`src/rtl/pipe_ctrl_pkg.sv`:
```
// Shared state encoding, forwarding selects and register-index width for the
// pipeline hazard controller.
package pipe_ctrl_pkg;

  localparam int unsigned REG_W = 5;

  typedef enum logic [1:0] {
    S_FILL,
    S_RUN,
    S_STALL,
    S_FLUSH
  } state_t;

  localparam logic [1:0] FWD_RF  = 2'd0;
  localparam logic [1:0] FWD_EX  = 2'd1;
  localparam logic [1:0] FWD_MEM = 2'd2;

  // Younger producer (EX) wins when both stages write the same register.
  function automatic logic [1:0] fwd_sel(input logic ex_hit, input logic mem_hit);
    if (ex_hit)       return FWD_EX;
    else if (mem_hit) return FWD_MEM;
    else              return FWD_RF;
  endfunction

endpackage

```
`src/rtl/hazard_match.sv`:
```
// Per-source dependency comparator: flags a live producer in EX and/or MEM
// whose destination equals this ID source register.
module hazard_match
  import pipe_ctrl_pkg::*;
(
  input  logic [REG_W-1:0] i_src,
  input  logic             i_use,
  input  logic             i_ex_wr,
  input  logic [REG_W-1:0] i_ex_dst,
  input  logic             i_mem_wr,
  input  logic [REG_W-1:0] i_mem_dst,
  output logic             o_ex_match,
  output logic             o_mem_match
);

  logic w_live;

  always_comb begin
    w_live      = i_use && (i_src != '0);
    o_ex_match  = w_live && i_ex_wr && (i_src == i_ex_dst);
    o_mem_match = w_live && i_mem_wr && (i_src == i_mem_dst);
  end

endmodule

```
`src/rtl/pipe_hazard_ctrl.sv`:
```
// Hazard, stall and flush sequencer for the IF/ID/EX/MEM pipeline.
// PIPE_HAZARD_FWD_EN enables operand forwarding (only load-use stalls).
module pipe_hazard_ctrl
  import pipe_ctrl_pkg::*;
#(
  parameter int unsigned FILL_CYCLES = 3,
  parameter int unsigned BR_KILL     = 2,
  parameter int unsigned CNT_W       = 16
) (
  input  logic             clk,
  input  logic             reset,
  input  logic [REG_W-1:0] id_rs,
  input  logic [REG_W-1:0] id_rt,
  input  logic             id_use_rs,
  input  logic             id_use_rt,
  input  logic             ex_regwrite,
  input  logic             ex_memtoreg,
  input  logic [REG_W-1:0] ex_towrite,
  input  logic             mem_regwrite,
  input  logic [REG_W-1:0] mem_towrite,
  input  logic             branch_taken,
  output logic             pc_hold,
  output logic             idex_bubble,
  output logic             kill_if,
  output logic             kill_id,
  output logic             ex_valid,
  output logic             mem_valid,
  output logic [1:0]       fwd_a,
  output logic [1:0]       fwd_b,
  output logic [CNT_W-1:0] stall_cnt,
  output logic [CNT_W-1:0] flush_cnt
);

  localparam int unsigned FILL_W    = (FILL_CYCLES > 2) ? $clog2(FILL_CYCLES) : 1;
  localparam int unsigned KILL_W    = (BR_KILL > 2) ? $clog2(BR_KILL - 1) : 1;
  localparam logic [FILL_W-1:0] FILL_INIT = FILL_W'(FILL_CYCLES - 1);
  localparam logic [KILL_W-1:0] KILL_INIT = KILL_W'((BR_KILL > 1) ? BR_KILL - 2 : 0);

  state_t            r_state;
  state_t            w_next_state;
  logic [FILL_W-1:0] r_fill_cnt;
  logic [KILL_W-1:0] r_kill_cnt;
  logic              r_id_valid;
  logic              r_ex_valid;
  logic              r_mem_valid;
  logic [CNT_W-1:0]  r_stall_cnt;
  logic [CNT_W-1:0]  r_flush_cnt;
  logic              w_flush_evt;
  logic              w_hazard;
  logic              w_rs_ex;
  logic              w_rs_mem;
  logic              w_rt_ex;
  logic              w_rt_mem;

  hazard_match u_match_rs (
    .i_src      (id_rs),
    .i_use      (id_use_rs),
    .i_ex_wr    (ex_regwrite & r_ex_valid),
    .i_ex_dst   (ex_towrite),
    .i_mem_wr   (mem_regwrite & r_mem_valid),
    .i_mem_dst  (mem_towrite),
    .o_ex_match (w_rs_ex),
    .o_mem_match(w_rs_mem)
  );

  hazard_match u_match_rt (
    .i_src      (id_rt),
    .i_use      (id_use_rt),
    .i_ex_wr    (ex_regwrite & r_ex_valid),
    .i_ex_dst   (ex_towrite),
    .i_mem_wr   (mem_regwrite & r_mem_valid),
    .i_mem_dst  (mem_towrite),
    .o_ex_match (w_rt_ex),
    .o_mem_match(w_rt_mem)
  );

`ifdef PIPE_HAZARD_FWD_EN
  // A load in EX has no result yet: it stalls instead of being forwarded.
  always_comb begin
    w_hazard = ex_memtoreg && (w_rs_ex || w_rt_ex);
    fwd_a    = fwd_sel(w_rs_ex && !ex_memtoreg, w_rs_mem);
    fwd_b    = fwd_sel(w_rt_ex && !ex_memtoreg, w_rt_mem);
  end
`else
  logic w_unused_memtoreg;
  always_comb begin
    w_unused_memtoreg = ex_memtoreg;
    w_hazard = w_rs_ex || w_rs_mem || w_rt_ex || w_rt_mem;
    fwd_a    = FWD_RF;
    fwd_b    = FWD_RF;
  end
`endif

  always_comb begin
    w_next_state = r_state;
    pc_hold      = 1'b0;
    idex_bubble  = 1'b0;
    kill_if      = 1'b0;
    kill_id      = 1'b0;
    w_flush_evt  = 1'b0;
    case (r_state)
      S_FILL: begin
        kill_if = 1'b1;
        kill_id = 1'b1;
        if (r_fill_cnt == '0) w_next_state = S_RUN;
      end
      S_RUN, S_STALL: begin
        if (branch_taken) begin
          kill_if      = 1'b1;
          kill_id      = 1'b1;
          idex_bubble  = 1'b1;
          w_flush_evt  = 1'b1;
          w_next_state = (BR_KILL > 1) ? S_FLUSH : S_RUN;
        end else if (w_hazard) begin
          pc_hold      = 1'b1;
          idex_bubble  = 1'b1;
          w_next_state = S_STALL;
        end else begin
          w_next_state = S_RUN;
        end
      end
      S_FLUSH: begin
        kill_if = 1'b1;
        if (r_kill_cnt == '0) w_next_state = S_RUN;
      end
      default: w_next_state = S_FILL;
    endcase
  end

  always_ff @(posedge clk) begin
    if (reset) begin
      r_state     <= S_FILL;
      r_fill_cnt  <= FILL_INIT;
      r_kill_cnt  <= '0;
      r_id_valid  <= 1'b0;
      r_ex_valid  <= 1'b0;
      r_mem_valid <= 1'b0;
      r_stall_cnt <= '0;
      r_flush_cnt <= '0;
    end else begin
      r_state <= w_next_state;
      if (r_state == S_FILL && r_fill_cnt != '0) r_fill_cnt <= r_fill_cnt - 1'b1;
      if (w_flush_evt) r_kill_cnt <= KILL_INIT;
      else if (r_state == S_FLUSH && r_kill_cnt != '0) r_kill_cnt <= r_kill_cnt - 1'b1;
      if (!pc_hold) r_id_valid <= ~kill_if;
      r_ex_valid  <= r_id_valid & ~idex_bubble & ~kill_id;
      r_mem_valid <= r_ex_valid;
      if (pc_hold && r_stall_cnt != '1) r_stall_cnt <= r_stall_cnt + 1'b1;
      if (w_flush_evt && r_flush_cnt != '1) r_flush_cnt <= r_flush_cnt + 1'b1;
    end
  end

  assign ex_valid  = r_ex_valid;
  assign mem_valid = r_mem_valid;
  assign stall_cnt = r_stall_cnt;
  assign flush_cnt = r_flush_cnt;

endmodule

```
`config.mk`:
```
export PLATFORM = sky130hd
export DESIGN_NAME = pipe_hazard_ctrl
export DESIGN_NICKNAME = d
export VERILOG_FILES = /design/src/rtl/pipe_ctrl_pkg.sv /design/src/rtl/hazard_match.sv /design/src/rtl/pipe_hazard_ctrl.sv
export SDC_FILE = /design/constraint.sdc
export NUM_CORES = 1
export LEC_CHECK = 0
export CAP_MARGIN = 20
export CORE_MARGIN = 2
export CORE_UTILIZATION = 51
export DETAILED_ROUTE_END_ITERATION = 10
export GPL_TIMING_DRIVEN = 0
export PLACE_DENSITY_LB_ADDON = 0.1
export REMOVE_ABC_BUFFERS = 1
export SKIP_LAST_GASP = 1
export SLEW_MARGIN = 10
export SYNTH_ARGS = -nofsm -noshare
export SYNTH_HDL_FRONTEND = slang
export SYNTH_SLANG_ARGS = --single-unit
```
`constraint.sdc`:
```
create_clock -name clk -period 6.33 [get_ports clk]
set_input_delay 1.5825 -clock clk [delete_from_list [all_inputs] [get_ports clk]]
set_output_delay 1.5825 -clock clk [all_outputs]
set_load 0.02 [all_outputs]
```
==> out/results.tsv <==
metric	value	unit
Worst Path Arrival	4.31	ns
delay of the slowest cell on the worst path	0.60	ns
Crit path buffers/inverters	3	
number of synthesis warnings	0	
ANT cells	0	
layout cell share with drive strength beyond 1	0.0744	
die width	72.3	um
DRC Markers	0	
IO Count	70	
Resized cells post-CTS	0	
H-Tree Level Count	2	
f_max	170	MHz
length of the first detailed-routing pass in iterations	4	
post-DR wirelength/cell	14.3	um
max_cap viols	0	
Reg clk slew, reported paths	0.07	ns
top cell type by total area after synthesis	dfxtp_1	
DP HPWL	4090	um
ys flop type	dfxtp_1	
Die ar.	5220	um^2
Avg Cell Area, Syn	8.67	um^2
first-pass GRT wire length	9090	um
Hold Startpoint	r_fill_cnt[1]$_SDFFE_PP1P_	
Max clock buf depth	2	
most frequent cells in the layout	clkdlybuf4s50_1, dfxtp_1, nor2_1	
CP startpoint kind	primary input	
most common cell after layout, fill and taps aside	clkdlybuf4s50_1	
clock period minus worst slack	5.89	ns
post-route ant nets	0	
R2R depth	8	
R2R Path Start	r_state[0]$_SDFFE_PP0P_	
RSZ-0062 raised after global routing	no	
synth unique cells	57	
Worst VDD drop	0.134	mV
die span in y	72.3	um
post-route clock period utilization	0.930	
insertion delay to the later sink of the worst-skew pair	0.29	ns
largest net degree at the start of global routing	44	
Slew Limit Fails	0	
Crit. End Element	primary output	
vias per cell	5.79	
postcts setup bufs	0	
min-delay worst type	flip-flop to flip-flop	
Leakage Power	1.08	nW
via count of the first global-routing pass	2004	
initial antenna violation count	0	
Post-synth EDFFs	0	
sequential fraction of the synthesis area	0.337	
Synth Instances	274	
reg-to-reg endpoint	stall_cnt[2]$_SDFFE_PP0P_	
Synth Cell Area	2380	um^2
CTS tree	built	
status	completed	
CP most frequent cell	clkdlybuf4s50_1	
CP required	4.75	ns
fin nets	369	
worst-path maximum fanout	21	
Slew headroom	0.488	
Via Count	2248	
cts bufs inserted	5	
Slew @ Worst Pin	0.768	ns
Fin. Hold Viols	0	
initial drt markers	107	
Tot GR Track Use	0.217	
# rows	24	
layout overhead on the synthesized area	31.9	%
Final Setup Violations	0	
top cell type's share of synthesized area	0.337	
family with the most delay on the worst path	buffers and inverters	
#FFs+latches synth	40	
root buf cell	clkbuf_8	
Clock Skew	0.00526	ns
Core Box Area	4410	um^2
CTS sink count	40	
hold_ws	0.469	ns
Starting Density	0.538	
CP cell instances	clkdlybuf4s50_1 -> or4_1 -> o21ai_1 -> nor2_1 -> a22oi_4 -> inv_2 -> clkdlybuf4s50_1	
GRT overflow	0	
Power Dens Cells	210	nW/um^2
number of fillers in the final layout	366	
Final TNS setup	0	ns
Hold Path Sink	r_fill_cnt[1]$_SDFFE_PP1P_	
final WL	5540	um
buffers added on ports	64	
top post-synthesis cells by area	dfxtp_1, xnor2_1, nor2_1, a21oi_1, nand3_1	
hold-critical path depth	1	
ys async rst share	0	
Crit Path Class	primary input to primary output	
CP max stage cell	or4_1	
flop2flop setup slack	3.84	ns
cts hold-fix bufs	0	
RD Place Congestion	0.839	
metal layers:
metal	vias to the layer above	GRT usage	wire length, um
li1	1120	-	-
met1	1051	0.271	2450
met2	68	0.359	2640
met3	9	0.0528	333
met4	0	0.0860	107
met5	-	0	0
worst max-delay path by stage:
| stage | start | to | slack (ns) | cells after the start |
|---|---|---|---|---|
| finish | id_rt[0] | pc_hold | 0.44 | 7 |
| floorplan | id_rt[0] | pc_hold | 1.81 | 5 |
| global route | id_rt[0] | pc_hold | 0.26 | 7 |
| detailed placement | id_rt[0] | pc_hold | 0.47 | 7 |
| CTS | id_rt[0] | pc_hold | 0.45 | 7 |
| global placement | id_rt[0] | pc_hold | 0.50 | 7 |
final cells by class:
class | instances | area [um^2] | share of cell area
clock buffers | 7 | 96.3 | 0.0308
repair buffers | 64 | 636 | 0.203
multi-input cells | 213 | 1460 | 0.467
flip-flops and latches | 40 | 801 | 0.256
clock inverters | 1 | 30.0 | 0.00958
well taps | 52 | 65.1 | 0.0208
inverters | 11 | 41.3 | 0.0132
sequential cells by signal (all words and copies together) (netlist names):
signal	flops
stall_cnt	16
r_id_valid	1
ex_valid	1
r_kill_cnt	1
r_state	2
r_fill_cnt	2
mem_valid	1
flush_cnt	16
stage by stage:
| stage | instance area, um^2 | utilization | cells | worst slack (ns) | power [mW] |
|---|---|---|---|---|---|
| 2_1_floorplan | 2310 | - | 264 | 1.81 | 0.375 |
| 3_3_place_gp | 3010 | 0.682 | 380 | 0.496 | 0.434 |
| 3_5_place_dp | 3010 | 0.681 | 380 | 0.471 | 0.438 |
| 4_1_cts | 3130 | 0.710 | 388 | 0.450 | 0.665 |
| 5_1_grt | 3130 | 0.710 | 388 | 0.262 | 0.695 |
| 6_report | 3130 | 0.710 | 388 | 0.440 | 0.657 |
cells in the mapped netlist, drive strengths merged, types with 5 or more instances:
master	n
or3	5
nor2	28
dfxtp	40
ha	6
xor2	8
xnor2	26
o31ai	8
inv	11
and4	6
and3	6
nand3	16
nor3	8
buf	9
nand4	12
nand2	12
a21oi	16
or4	9
o21ai	6
where the power goes:
group / internal (mW) / switching, mW / leakage [nW]
clock network: 0.139 / 0.0868 / 0.0645
logic: 0.0741 / 0.0839 / 0.696
registers: 0.264 / 0.00904 / 0.323
total: 0.478 / 0.180 / 1.08
logic make-up (layout without fill, tap and decap cells):
logic type / after synthesis / in the layout / share of synthesized area
and+or+nand+nor: 116 / 116 / 0.280
AOI/OAI and AO/OA: 48 / 48 / 0.147
DFF: 40 / 40 / 0.337
xor gates and xnor gates: 34 / 34 / 0.125
buffers and inverters: 24 / 83 / 0.0516
adders and majority gates: 6 / 6 / 0.0316
muxes: 5 / 5 / 0.0258
other: 1 / 4 / 0.00158
No activity file was read; power rests on OpenSTA's default activity.
